<file path="src/rtl/calendar_counter_if.sv">
// Month/leap date interface between the calendar counter (slave) and its user (master).
interface calendar_counter_if #(
  parameter int YEAR_W = 12
);
  logic              tick;
  logic              load;
  logic [4:0]        ld_day;
  logic [3:0]        ld_month;
  logic [YEAR_W-1:0] ld_year;
  logic              adv_valid;
  logic [7:0]        adv_days;
  logic              adv_ready;
  logic              adv_done;
  logic [4:0]        day;
  logic [3:0]        month;
  logic [YEAR_W-1:0] year;
  logic              leap;
  logic              m28, m29, m30, m31;
  logic              month_end;
  logic              year_end;
  logic              load_err;

  modport master (
    output tick, load, ld_day, ld_month, ld_year, adv_valid, adv_days,
    input  adv_ready, adv_done, day, month, year, leap, m28, m29, m30, m31,
           month_end, year_end, load_err
  );

  modport slave (
    input  tick, load, ld_day, ld_month, ld_year, adv_valid, adv_days,
    output adv_ready, adv_done, day, month, year, leap, m28, m29, m30, m31,
           month_end, year_end, load_err
  );
endinterface

</file>
<file path="src/rtl/calendar_counter.sv">
// Day/month/year date register with single-day ticks, validated loads and a multi-day advance FSM.
// Define CALENDAR_GREGORIAN_EN for the Gregorian leap rule; the default build uses the Julian rule.
//
// state | meaning
// IDLE  | ready for a new advance request; ticks are honoured
// STEP  | one day step per cycle until rem is exhausted
// DONE  | advance finished; adv_done is raised on the way back to IDLE
module calendar_counter #(
  parameter int YEAR_W     = 12,
  parameter int RESET_YEAR = 2000
) (
  input  logic               clk,
  input  logic               rst,
  calendar_counter_if.slave  bus
);

  localparam logic [1:0] IDLE = 2'd0;
  localparam logic [1:0] STEP = 2'd1;
  localparam logic [1:0] DONE = 2'd2;

  logic [1:0]        state_q;
  logic [7:0]        rem_q;
  logic [4:0]        day_q;
  logic [3:0]        month_q;
  logic [YEAR_W-1:0] year_q;
  logic              adv_done_q;
  logic              month_end_q;
  logic              year_end_q;
  logic              load_err_q;

  function automatic logic is_leap(input logic [YEAR_W-1:0] y);
`ifdef CALENDAR_GREGORIAN_EN
    int yi;
    yi = int'(y);
    is_leap = ((yi % 4) == 0 && (yi % 100) != 0) || (yi % 400) == 0;
`else
    is_leap = (y[1:0] == 2'b00);
`endif
  endfunction

  function automatic logic [4:0] month_len(input logic [3:0] m, input logic lp);
    case (m)
      4'd2:                     month_len = lp ? 5'd29 : 5'd28;
      4'd4, 4'd6, 4'd9, 4'd11:  month_len = 5'd30;
      default:                  month_len = 5'd31;
    endcase
  endfunction

  logic              leap_cur;
  logic [4:0]        len_cur;
  logic              last_day;
  logic              last_month;
  logic [4:0]        nxt_day;
  logic [3:0]        nxt_month;
  logic [YEAR_W-1:0] nxt_year;
  logic              load_ok;
  logic              step_en;

  always_comb begin
    leap_cur   = is_leap(year_q);
    len_cur    = month_len(month_q, leap_cur);
    last_day   = (day_q >= len_cur);
    last_month = (month_q == 4'd12);
    nxt_day    = last_day ? 5'd1 : day_q + 5'd1;
    nxt_month  = month_q;
    nxt_year   = year_q;
    if (last_day) begin
      nxt_month = last_month ? 4'd1 : month_q + 4'd1;
      if (last_month) nxt_year = year_q + 1'b1;  // wraps at 2^YEAR_W
    end
    load_ok = (bus.ld_month >= 4'd1) && (bus.ld_month <= 4'd12) && (bus.ld_day >= 5'd1) &&
              (bus.ld_day <= month_len(bus.ld_month, is_leap(bus.ld_year)));
    // A STEP-state step outranks tick; ticks outside IDLE are dropped.
    step_en = !bus.load && ((state_q == STEP) || (state_q == IDLE && bus.tick));
  end

  always_ff @(posedge clk) begin
    if (rst) begin
      state_q     <= IDLE;
      rem_q       <= 8'd0;
      day_q       <= 5'd1;
      month_q     <= 4'd1;
      year_q      <= YEAR_W'(RESET_YEAR);
      adv_done_q  <= 1'b0;
      month_end_q <= 1'b0;
      year_end_q  <= 1'b0;
      load_err_q  <= 1'b0;
    end else begin
      adv_done_q  <= 1'b0;
      month_end_q <= 1'b0;
      year_end_q  <= 1'b0;
      load_err_q  <= 1'b0;
      if (bus.load) begin
        if (load_ok) begin
          day_q   <= bus.ld_day;
          month_q <= bus.ld_month;
          year_q  <= bus.ld_year;
        end else begin
          load_err_q <= 1'b1;
        end
        state_q <= IDLE;
      end else begin
        if (step_en) begin
          day_q       <= nxt_day;
          month_q     <= nxt_month;
          year_q      <= nxt_year;
          month_end_q <= last_day;
          year_end_q  <= last_day && last_month;
        end
        case (state_q)
          IDLE: begin
            if (bus.adv_valid) begin
              rem_q   <= bus.adv_days;
              state_q <= (bus.adv_days == 8'd0) ? DONE : STEP;
            end
          end
          STEP: begin
            rem_q <= rem_q - 8'd1;
            if (rem_q == 8'd1) state_q <= DONE;
          end
          DONE: begin
            adv_done_q <= 1'b1;
            state_q    <= IDLE;
          end
          default: state_q <= IDLE;
        endcase
      end
    end
  end

  assign bus.adv_ready = (state_q == IDLE);
  assign bus.adv_done  = adv_done_q;
  assign bus.day       = day_q;
  assign bus.month     = month_q;
  assign bus.year      = year_q;
  assign bus.leap      = leap_cur;
  assign bus.m28       = (len_cur == 5'd28);
  assign bus.m29       = (len_cur == 5'd29);
  assign bus.m30       = (len_cur == 5'd30);
  assign bus.m31       = (len_cur == 5'd31);
  assign bus.month_end = month_end_q;
  assign bus.year_end  = year_end_q;
  assign bus.load_err  = load_err_q;

endmodule

</file>
<file path="src/flat_wrapper.sv">
// flat-port wrapper written by rule: the top's interface ports become plain ports
module calendar_counter_flat 
#(
  parameter int YEAR_W     = 12,
  parameter int RESET_YEAR = 2000
)
  (clk, rst, bus_tick, bus_load, bus_ld_day, bus_ld_month, bus_ld_year, bus_adv_valid, bus_adv_days, bus_adv_ready, bus_adv_done, bus_day, bus_month, bus_year, bus_leap, bus_m28, bus_m29, bus_m30, bus_m31, bus_month_end, bus_year_end, bus_load_err);
  calendar_counter_if #(.YEAR_W(YEAR_W)) bus_i ();
  input  logic clk;
  input  logic rst;
  input wire logic [$bits(bus_i.tick)-1:0] bus_tick;
  input wire logic [$bits(bus_i.load)-1:0] bus_load;
  input wire logic [$bits(bus_i.ld_day)-1:0] bus_ld_day;
  input wire logic [$bits(bus_i.ld_month)-1:0] bus_ld_month;
  input wire logic [$bits(bus_i.ld_year)-1:0] bus_ld_year;
  input wire logic [$bits(bus_i.adv_valid)-1:0] bus_adv_valid;
  input wire logic [$bits(bus_i.adv_days)-1:0] bus_adv_days;
  output wire logic [$bits(bus_i.adv_ready)-1:0] bus_adv_ready;
  output wire logic [$bits(bus_i.adv_done)-1:0] bus_adv_done;
  output wire logic [$bits(bus_i.day)-1:0] bus_day;
  output wire logic [$bits(bus_i.month)-1:0] bus_month;
  output wire logic [$bits(bus_i.year)-1:0] bus_year;
  output wire logic [$bits(bus_i.leap)-1:0] bus_leap;
  output wire logic [$bits(bus_i.m28)-1:0] bus_m28;
  output wire logic [$bits(bus_i.m29)-1:0] bus_m29;
  output wire logic [$bits(bus_i.m30)-1:0] bus_m30;
  output wire logic [$bits(bus_i.m31)-1:0] bus_m31;
  output wire logic [$bits(bus_i.month_end)-1:0] bus_month_end;
  output wire logic [$bits(bus_i.year_end)-1:0] bus_year_end;
  output wire logic [$bits(bus_i.load_err)-1:0] bus_load_err;
  assign bus_i.tick = bus_tick;
  assign bus_i.load = bus_load;
  assign bus_i.ld_day = bus_ld_day;
  assign bus_i.ld_month = bus_ld_month;
  assign bus_i.ld_year = bus_ld_year;
  assign bus_i.adv_valid = bus_adv_valid;
  assign bus_i.adv_days = bus_adv_days;
  assign bus_adv_ready = bus_i.adv_ready;
  assign bus_adv_done = bus_i.adv_done;
  assign bus_day = bus_i.day;
  assign bus_month = bus_i.month;
  assign bus_year = bus_i.year;
  assign bus_leap = bus_i.leap;
  assign bus_m28 = bus_i.m28;
  assign bus_m29 = bus_i.m29;
  assign bus_m30 = bus_i.m30;
  assign bus_m31 = bus_i.m31;
  assign bus_month_end = bus_i.month_end;
  assign bus_year_end = bus_i.year_end;
  assign bus_load_err = bus_i.load_err;
  calendar_counter #(.YEAR_W(YEAR_W), .RESET_YEAR(RESET_YEAR)) u_core (.clk(clk), .rst(rst), .bus(bus_i));
endmodule
</file>
<file path="config.mk">
export PLATFORM = sky130hd
export DESIGN_NAME = calendar_counter_flat
export DESIGN_NICKNAME = d
export VERILOG_FILES = /design/src/rtl/calendar_counter_if.sv /design/src/rtl/calendar_counter.sv /design/src/flat_wrapper.sv
export SDC_FILE = /design/constraint.sdc
export NUM_CORES = 1
export LEC_CHECK = 0
export BUFFER_PORTS_ARGS = -buffer_cell sky130_fd_sc_hd__buf_4
export CORE_ASPECT_RATIO = 0.75
export CORE_MARGIN = 3
export CORE_UTILIZATION = 47
export CTS_CLUSTER_DIAMETER = 200
export DETAILED_ROUTE_END_ITERATION = 8
export GPL_ROUTABILITY_DRIVEN = 0
export MAX_ROUTING_LAYER = met4
export PLACE_DENSITY_LB_ADDON = 0.2
export SLEW_MARGIN = 15
export SYNTH_ARGS = -nofsm -noshare
export SYNTH_HDL_FRONTEND = slang
export SYNTH_SLANG_ARGS = --single-unit
</file>
<file path="constraint.sdc">
create_clock -name clk -period 2.3 [get_ports clk]
set_clock_uncertainty 0.05 [all_clocks]
set_input_delay 0.23 -clock clk [delete_from_list [all_inputs] [get_ports clk]]
set_output_delay 0.23 -clock clk [all_outputs]
set_load 0.05 [all_outputs]
</file>
==> results.md <==
* Slew Limit Headroom at around 53%
* GRT Overall Usage at 27.6%
* Post-synthesis compound-gate area fraction at 28.5%
* Pleak at around 1.4 nW
* H-tree Lvls at 2
* Post-synthesis sequential area ratio at a little under a third
* Worst reg2reg setup slack at -0.20 ns
* Clk_lat worst skew at ~0.30 ns
* Total grt overflow at 0
* Max-slew violation count at 0
* TritonCTS clock tree: yes
* Reg clk slew, reported paths at 0.08 ns
* Post-Synth XOR/XNOR Area at 0.382%
* Dpl hpwl at 5560 um
* Total CTS buffers at 5
* Crit Path Max Fanout at 6
* Avg Inst Size Synth at 7.77 um^2
* Layout area overhead at 46.9%
* Period utilization at 109%
* Final WS setup at -0.197 ns
* Buffers added on ports at 64
* Number of global-route vias before repair at between 2,000 and 3,000
* Overall die width at 86.7 um
* DRC at 0
* Syn Std Cell Area at 2290 um^2
* Largest net degree at the start of global routing at 35
* Synth Register Bits at 35
* Crit path kind: reg2reg
* Ys Warns at 0
* Total number of vias at roughly 2,700
* First-pass GRT wire length at 12,200 um
* CTS sink count at 35
* Fin crit period at 2.50 ns
* Worst Setup End Kind: register
* Nets@finish at 441
* Status: complete, but fails checks
* Post-Synth Adder-Cell Area at 7.09%
* Max cap viols at 0
* Tightest Pin Transition at around 0.70 ns
* Post-CTS Hold Fix Bufs at 0
* Initial DRC Count at about 190
* Site row count at 21
* VDD IR max at 0.000307 V
* Antenna violations before repair at 0
* Diodes inserted at 0
* Proportion of layout cells with a drive suffix above 1 at 37.0%
* DP Area at 3170 um^2
* # setup viols final at 18
* IO Count at between 60 and 70
* Core footprint at between 4000 and 5000 um^2
* Violated checks: setup timing
* Die H at 66.5 um
* Total Die Area at 5760 um^2
* Largest family of logic cells by synthesized area: compound AO/OA/AOI/OAI gates
* Mux cell area share after synthesis at 1.31%
* Max clock buf depth at 2
* Critical Path RT at 2.43 ns
* Final instance area at 3370 um^2
* Final hold slack at 0.187 ns
* Fmax at 0.401 GHz
* Hold/Removal Path Class: in2reg
* Critical Path Source Type: register
* DRT antenna net count at 0
* Simple-gate share of the synthesized area at 26.7%
* Net Count, Synth at around 340
* Vias per cell at 6.08
* P per Cell Area at roughly 560 nW/um^2
* DR pass1 iterations at 4
* DRT Wirelength at 7410 um
* Root Driver: clkbuf_8
* Util after Layout at between 70% and 80%
* Avg WL per Cell at 16.4 um
* Synth cell types at 52
* Fin. Hold Viols at 0
* Post-Synthesis Cells at 295
* Arr. time, crit path at 2.63 ns
* RSZ-0062 raised after global routing: yes
* Starting Density at 50.2%
-- path summary, 6_finish.rpt --
| check | from | end | cells past startpoint |
|---|---|---|---|
| worst max-delay path | u_core.bus.month[0] | u_core.bus.year[10] | 12 |
| worst max register to register | u_core.bus.month[0] | u_core.bus.year[10] | 12 |
| worst min-delay path | bus_ld_year[4] | u_core.bus.year[4] | 3 |
| worst min register to register | u_core.rem_q[1] | u_core.rem_q[1] | 2 |
-- worst max-delay path, stage by stage, from the launching register on --
cell and delay (ns):
dfxtp_4 0.37, inv_4 0.07, ha_4 0.13, nor3b_4 0.19, nor2b_4 0.17, nor2_1 0.05
ha_1 0.27, nand2b_4 0.13, a21oi_4 0.07, buf_6 0.12, or3_4 0.41, a21oi_4 0.24
a22oi_1 0.10
-- final cells by class --
| class | count | area, um^2 |
|---|---|---|
| tap | 57 | 71.3 |
| clock inverter | 2 | 17.5 |
| inverter | 15 | 58.8 |
| fill | 360 | 1200 |
| multi-input combinational | 230 | 1590 |
| sequential | 35 | 721 |
| timing repair buffer | 107 | 815 |
| clock buffer | 6 | 93.8 |
-- cells in the mapped netlist, drive strengths merged --
master   instances  area [um^2]
nor2            38          150
dfxtp           35          701
nand2           20         75.1
a21oi           17         96.4
inv             15         56.3
nor3            15         75.1
o21ai           14         70.1
ha              13          163
a211oi          12         90.1
nand3           11         55.1
clkbuf          10         37.5
nor4            10         62.6
a31oi            8         50.1
nand2b           7         51.3
a22oi            6         45.0
buf              5         31.3
o211ai           5         42.5
a221oi           4         35.0
nor2b            4         25.0
nor3b            4         30.0
a32o             3         30.0
mux2i            3         30.0
o22ai            3         18.8
or4              3         22.5
a22o             2         17.5
a2bb2oi          2         17.5
a41oi            2         17.5
and2             2         12.5
nand4            2         12.5
nor4b            2         17.5
o311ai           2         17.5
o31ai            2         15.0
o32ai            2         17.5
o41ai            2         17.5
or3              2         17.5
a211o            1         8.76
a21o             1         7.51
a222oi           1         10.0
and3             1         6.26
o21a             1         7.51
o221ai           1         8.76
o41a             1         12.5
xnor2            1         8.76
-- stage by stage --
stage | total power [W] | TNS (ns) | instances | worst slack (ns)
floorplan | 0.00108 | -5.10 | 295 | -0.328
global placement | 0.00130 | -3.66 | 441 | -0.289
detailed placement | 0.00131 | -4.86 | 441 | -0.346
CTS | 0.00186 | -2.33 | 451 | -0.199
global route | 0.00196 | -5.02 | 452 | -0.345
finish | 0.00187 | -2.11 | 452 | -0.197
-- flip-flops by register name, summed over array words and instances (netlist names) --
name                  cells
u_core.state_q            2
u_core.rem_q              8
u_core.bus.year          12
u_core.bus.year_end       1
u_core.bus.month_end      1
u_core.bus.day            5
u_core.bus.load_err       1
u_core.bus.month          4
u_core.bus.adv_done       1
-- power by group --
group	total, W	internal [W]	switching [W]
logic	0.000640	0.000265	0.000375
clock network	0.000539	0.000285	0.000254
registers	0.000691	0.000645	0.0000465
total	0.00187	0.00119	0.000676
-- cells in the final DEF (no fill, tap or decap), drive strengths merged, types with 3 or more instances in the layout --
cell type and count:
or4 3, a32o 3, o22ai 3, nand3 11
a21oi 17, a221oi 4, ha 13, a211oi 12
mux2i 3, o21ai 14, o211ai 5, buf 107
nand2 20, nor4 10, nand2b 7, a22oi 6
nor2b 4, a31oi 8, dfxtp 35, nor3 15
inv 16, clkbuf 6, nor3b 4, nor2 38
-- cells by family after synthesis --
logic type | after synthesis
AO/OA/AOI/OAI | 92
XOR/XNOR | 1
adder cells (fa/ha/maj) | 13
buffers and inverters | 30
flip-flops | 35
multiplexers | 3
AND/OR/NAND/NOR | 121
-- per-layer routing --
layer / vias up / track usage (%) / part of all wire (%)
li1: 1315 / - / -
met1: 1275 / 37.6 / 45
met2: 139 / 41.5 / 44
met3: 18 / 5.07 / 9.2
met4: 0 / 8.75 / 2.2
met5: - / - / 0
-- repair_timing --
item,4_1_cts,5_1_grt
endpoints found under the setup margin,19,21
setup buffers,2,1
pin swaps,10,8
gates resized for setup,9,4
Note: power is estimated with default switching activity, not from simulation.
